`config.mk`:
```
export PLATFORM = sky130hd
export DESIGN_NAME = store_sequencer
export DESIGN_NICKNAME = d
export VERILOG_FILES = /design/src/rtl/store_sequencer.sv
export SDC_FILE = /design/constraint.sdc
export NUM_CORES = 1
export LEC_CHECK = 0
export ABC_AREA = 1
export BUFFER_PORTS_ARGS = -buffer_cell sky130_fd_sc_hd__buf_2
export CAP_MARGIN = 0
export CELL_PAD_IN_SITES_DETAIL_PLACEMENT = 0
export CELL_PAD_IN_SITES_GLOBAL_PLACEMENT = 2
export CORE_ASPECT_RATIO = 0.5
export CORE_UTILIZATION = 25
export DETAILED_ROUTE_END_ITERATION = 8
export PLACE_DENSITY = 0.83
export RECOVER_POWER = 25
export SYNTH_ARGS = -nofsm -noshare
export SYNTH_HDL_FRONTEND = slang
export SYNTH_SLANG_ARGS = --single-unit
```
`constraint.sdc`:
```
create_clock -name clk -period 1.45 [get_ports clk]
set_input_delay 0.0725 -clock clk [delete_from_list [all_inputs] [get_ports clk]]
set_output_delay 0.0725 -clock clk [all_outputs]
set_load 0.01 [all_outputs]
```
`src/rtl/store_sequencer.sv`:
```
// store_sequencer: sequences one CPU store onto the data-memory bus.
// Decodes the store size, rotates the write data onto byte lanes and builds
// the byte enables. A store that crosses a word boundary is split into two
// word-aligned bus transactions. Exactly one completion is reported per store.
// Ports:
//   clk, rst_n          clock, asynchronous active-low reset
//   i_st_valid/o_st_ready   store request handshake (ready only in IDLE)
//   i_st_sb, i_st_sh    size select: 00=sw, 01=sh, 10=sb, 11=sw
//   i_st_addr           byte address of the store
//   i_st_wdata          store data in the low bits
//   o_st_done, o_st_err one-cycle completion pulse and its error flag
//   o_busy              high whenever not IDLE
//   o_mem_req/i_mem_gnt bus request, held until granted
//   o_mem_addr/we/be/wdata  word-aligned request fields
//   i_mem_rvalid, i_mem_err bus response and error
module store_sequencer #(
    parameter int ADDR_W = 32
) (
    input  logic              clk,
    input  logic              rst_n,
    input  logic              i_st_valid,
    output logic              o_st_ready,
    input  logic              i_st_sb,
    input  logic              i_st_sh,
    input  logic [ADDR_W-1:0] i_st_addr,
    input  logic [31:0]       i_st_wdata,
    output logic              o_st_done,
    output logic              o_st_err,
    output logic              o_busy,
    output logic              o_mem_req,
    input  logic              i_mem_gnt,
    output logic [ADDR_W-1:0] o_mem_addr,
    output logic              o_mem_we,
    output logic [3:0]        o_mem_be,
    output logic [31:0]       o_mem_wdata,
    input  logic              i_mem_rvalid,
    input  logic              i_mem_err
);
    typedef enum logic [2:0] {IDLE, REQ1, WAIT1, REQ2, WAIT2} state_t;

    state_t            r_state;
    logic [3:0]        r_be_hi;
    logic              r_mem_req;
    logic [ADDR_W-1:0] r_mem_addr;
    logic [3:0]        r_mem_be;
    logic [31:0]       r_mem_wdata;
    logic              r_st_done;
    logic              r_st_err;

    logic [1:0]  w_off;
    logic [3:0]  w_mask;
    logic [7:0]  w_be8;
    logic [63:0] w_dbl;

    assign w_off  = i_st_addr[1:0];
    assign w_mask = (i_st_sb && !i_st_sh) ? 4'b0001 : (i_st_sh && !i_st_sb) ? 4'b0011 : 4'b1111;
    assign w_be8  = {4'b0000, w_mask} << w_off;
    // Upper word of {d,d} shifted left is d rotated left by the same amount.
    assign w_dbl  = {i_st_wdata, i_st_wdata} << {w_off, 3'b000};

    always_ff @(posedge clk or negedge rst_n) begin
        if (!rst_n) begin
            r_state     <= IDLE;
            r_be_hi     <= 4'b0000;
            r_mem_req   <= 1'b0;
            r_mem_addr  <= '0;
            r_mem_be    <= 4'b0000;
            r_mem_wdata <= 32'h0;
            r_st_done   <= 1'b0;
            r_st_err    <= 1'b0;
        end else begin
            r_st_done <= 1'b0;
            r_st_err  <= 1'b0;
            case (r_state)
                IDLE: if (i_st_valid) begin
                    r_state     <= REQ1;
                    r_be_hi     <= w_be8[7:4];
                    r_mem_req   <= 1'b1;
                    r_mem_addr  <= {i_st_addr[ADDR_W-1:2], 2'b00};
                    r_mem_be    <= w_be8[3:0];
                    r_mem_wdata <= w_dbl[63:32];
                end
                REQ1, REQ2: if (i_mem_gnt) begin
                    r_mem_req <= 1'b0;
                    r_state   <= (r_state == REQ1) ? WAIT1 : WAIT2;
                end
                WAIT1: if (i_mem_rvalid) begin
                    // A first-half error ends the store without the second half.
                    if (i_mem_err || r_be_hi == 4'b0000) begin
                        r_state   <= IDLE;
                        r_st_done <= 1'b1;
                        r_st_err  <= i_mem_err;
                    end else begin
                        r_state    <= REQ2;
                        r_mem_req  <= 1'b1;
                        r_mem_addr <= r_mem_addr + ADDR_W'(4);
                        r_mem_be   <= r_be_hi;
                    end
                end
                WAIT2: if (i_mem_rvalid) begin
                    r_state   <= IDLE;
                    r_st_done <= 1'b1;
                    r_st_err  <= i_mem_err;
                end
                default: r_state <= IDLE;
            endcase
        end
    end

    assign o_st_ready  = (r_state == IDLE);
    assign o_busy      = (r_state != IDLE);
    assign o_st_done   = r_st_done;
    assign o_st_err    = r_st_err;
    assign o_mem_req   = r_mem_req;
    assign o_mem_we    = r_mem_req;
    assign o_mem_addr  = r_mem_addr;
    assign o_mem_be    = r_mem_be;
    assign o_mem_wdata = r_mem_wdata;
endmodule

```
==> flow_summary.json <==
{
  "pin_count": 146,
  "critical-path-top-delay-family": "simple AND/OR/NAND/NOR gates",
  "r2r-start": "r_state[0]",
  "vias": 5575,
  "finalHoldViolations": 0,
  "tightest_slew_ps": 981,
  "drc": 0,
  "synthTopCellsByArea": "dfrtp_1 37%, nand2_1 21%, nand3_1 8.0%",
  "critPathMaxFanout": 8,
  "path_class": "reg2reg",
  "initialDrtViolationCount": 255,
  "maxSlewHeadroom_pct": 34.6,
  "cp-startpoint": "r_state[0]",
  "stdcell_count": 1239,
  "setup_viol": 72,
  "cpPeakStageDelay_ps": 420,
  "wire_per_inst_um": 14.7,
  "ys_warn_count": 0,
  "rsz0062_at_grt": "yes",
  "yosysUniqueCellTypes": 36,
  "syn2layout_area_growth_pct": 47.9,
  "post-route-util_pct": 38.1,
  "met2_usage_pct": 30.0,
  "syn_area_um2": 5050,
  "dp_cells": 1199,
  "dpl.hpwl_um": 12400,
  "powerDensity_nw_per_um2": 2120,
  "path_cells": "nor3_4 -> buf_4 -> nand2_2 -> nand2_2 -> inv_2 -> nand2_8 -> clkbuf_16 -> nor2_1 -> nand2_1 -> nand2_1",
  "final.setup_skew_ps": 9.48,
  "cts_buffer_depth": 2,
  "nets": 1042,
  "peakVddDrop_mv": 0.855,
  "r2r_cells": 10,
  "grt_pass1_wl_um": 27600,
  "synth_top_area_cell": "dfrtp_1",
  "timing.rr.end": "o_mem_addr[19]",
  "period_needed_ps": 1590,
  "cap_violations": 0,
  "numPortBuffers": 143,
  "ys_ff_latch": 75,
  "gp_congestion": 0.786,
  "clkTransAtPathRegs_ps": 60,
  "grt_usage_pct": 17.1,
  "first_pass_iters": 4,
  "reg2reg_slack_ps": -140,
  "viasPerCell": 4.50,
  "wirelength_um": 18200,
  "cts_sinks": 75,
  "layout-drive-gt1-share_pct": 33.4,
  "htreeDepth": 3,
  "core_area_um2": 19600,
  "startpoint_type": "flop",
  "grt-ovfl-total": 0,
  "synth-async-reset-ratio_pct": 100,
  "clk_latency_ps": 340,
  "status": "finished with violations",
  "synth_top_area_share_pct": 37.2,
  "total_leakage_power_uw": 0.00386,
  "die-area_um2": 20800,
  "cp.required_ps": 1680,
  "n_antenna_cell": 0,
  "violations": "setup timing",
  "syn_inst": 749,
  "synth_enable_flop_cells": 0,
  "ant_nets": 0,
  "cp_slowest_cell": "dfrtp_1",
  "synth-seq-area-share_pct": 37.2,
  "grt_pass1_vias": 5303,
  "num_rows": 36,
  "hold_class": "in2reg",
  "busiest_layer": "met2",
  "die_h_um": 102,
  "die_w_um": 203,
  "path_buf_inv": 3,
  "antenna_found_initial": 1,
  "cts-root-buf": "clkbuf_16",
  "drv_slew": 0,
  "fillCellCount": 2131,
  "grtUsageMet1_pct": 20.9,
  "post-route-period-util_pct": 110,
  "synth_area_per_cell_um2": 6.74,
  "cp.arrival_ps": 1820,
  "setup_ws_ps": -143,
  "cts_tree": "built",
  "max_freq_ghz": 0.628,
  "cp.depth": 10,
  "cts_buffers": 9,
  "grt_max_degree": 37,
  "yosys_most_used_dff": "dfrtp_1",
  "endpoint": "o_mem_addr[19]",
  "start_util_pct": 25.8,
  "use_met3_pct": 5.26,
  "end_kind": "flop"
}
## synth_stat cells (3+ instances only)
cell type	number
clkbuf_1	15
or2_2	23
inv_1	59
dfrtp_1	75
buf_2	12
inv_2	3
nand3_1	81
nand2_1	288
buf_4	5
buf_6	3
nor2_1	61
o211ai_1	4
mux2i_1	32
xor2_1	5
o21ai_0	57
## cells in the final DEF (no fill, tap or decap), types with 3 or more instances in the layout
cell type,n
nor2_4,4
nor2_2,14
xor2_1,5
clkbuf_2,3
mux2i_1,32
nand3_2,7
nand2_1,280
nand2_2,8
dlygate4sd3_1,3
o211ai_1,4
buf_4,69
inv_2,6
buf_12,13
or2_2,22
clkbuf_16,13
nor2_1,46
dfrtp_1,74
inv_1,55
buf_2,141
nand3_1,75
buf_16,3
o21ai_1,12
buf_6,6
o21ai_0,45
## where the power goes
group	switching (uW)	leakage, uW	internal [uW]
Sequential	749	0.000928	3140
Combinational	4990	0.00278	4400
Clock	959	0.000159	1600
Total	6700	0.00386	9140
## timing repair
action / 4_1_cts / 5_1_grt
hold endpoints to repair: 31 / 0
hold buffers: 3 / 0
buffers inserted: 4 / 7
setup endpoints to repair: 39 / 75
gates resized for setup: 5 / 55
cloned: 4 / 6
pin swaps: 4 / 9
## worst min path at each step
stage | start | end | slack, ps | cells after the start
after floorplan | rst_n | o_mem_addr[10] | -220 | 0
after global placement | rst_n | o_mem_addr[26] | 70 | 1
after detailed placement | rst_n | o_mem_addr[25] | 80 | 1
after CTS | i_st_addr[7] | o_mem_addr[7] | 40 | 5
after global routing | i_st_addr[2] | o_mem_addr[2] | 70 | 5
final | i_st_addr[2] | o_mem_addr[2] | 50 | 5
## kinds of logic (layout without fill, tap and decap cells)
group           after synthesis  in the layout  synth area share (%)
xor+xnor                      7              7                  1.22
fa+ha+maj                     2              2                 0.496
simple gates                464            464                  38.7
buf+inv                      99            322                  8.48
compound gates               69             69                  7.49
flops                        75             75                  37.2
mux                          32             32                  6.35
other cells                   1              2                0.0743
## final cells by class
cell class / instances / area (um^2) / share of cell area [%]
timing repair buffer: 243 / 1810 / 24.3
clock inverter: 4 / 72.6 / 0.972
tap: 266 / 333 / 4.46
sequential: 75 / 1880 / 25.2
clock buffer: 12 / 256 / 3.44
inverter: 63 / 241 / 3.24
multi-input combinational: 576 / 2870 / 38.5
## flip-flops by register name, indices dropped and copies added (netlist names)
| name | count |
|---|---|
| o_st_err | 1 |
| o_mem_req | 1 |
| o_st_done | 1 |
| o_mem_wdata | 32 |
| o_mem_be | 4 |
| r_be_hi | 3 |
| o_mem_addr | 30 |
| r_state | 3 |
## worst min-delay path, cell delays in order
cell	delay, ps
buf_2	70
nand2_1	40
o21ai_0	60
nand2_1	50
nand2_1	50
## per-layer routing
layer	up-vias	wire, um	share of wire, %
li1	2811	-	-
met1	2643	8460	46
met2	109	8660	47
met3	12	988	5.4
met4	0	140	0.77
met5	-	0	0
## stage by stage
step                      cell area, um^2  power, uW  setup TNS (ps)  setup WS (ps)  hold WS, ps
final                                7460      15800           -5540           -143         46.6
after global placement               6650      11700            -623          -88.9         73.5
after floorplan                      5070       8120           -5.21          -5.21         -223
after CTS                            7190      15100           -5010           -115         35.3
after global routing                 7460      17100          -12380           -227         67.8
after detailed placement             6650      11800           -1420          -76.1         85.0
Note: power is estimated with default switching activity, not from simulation.
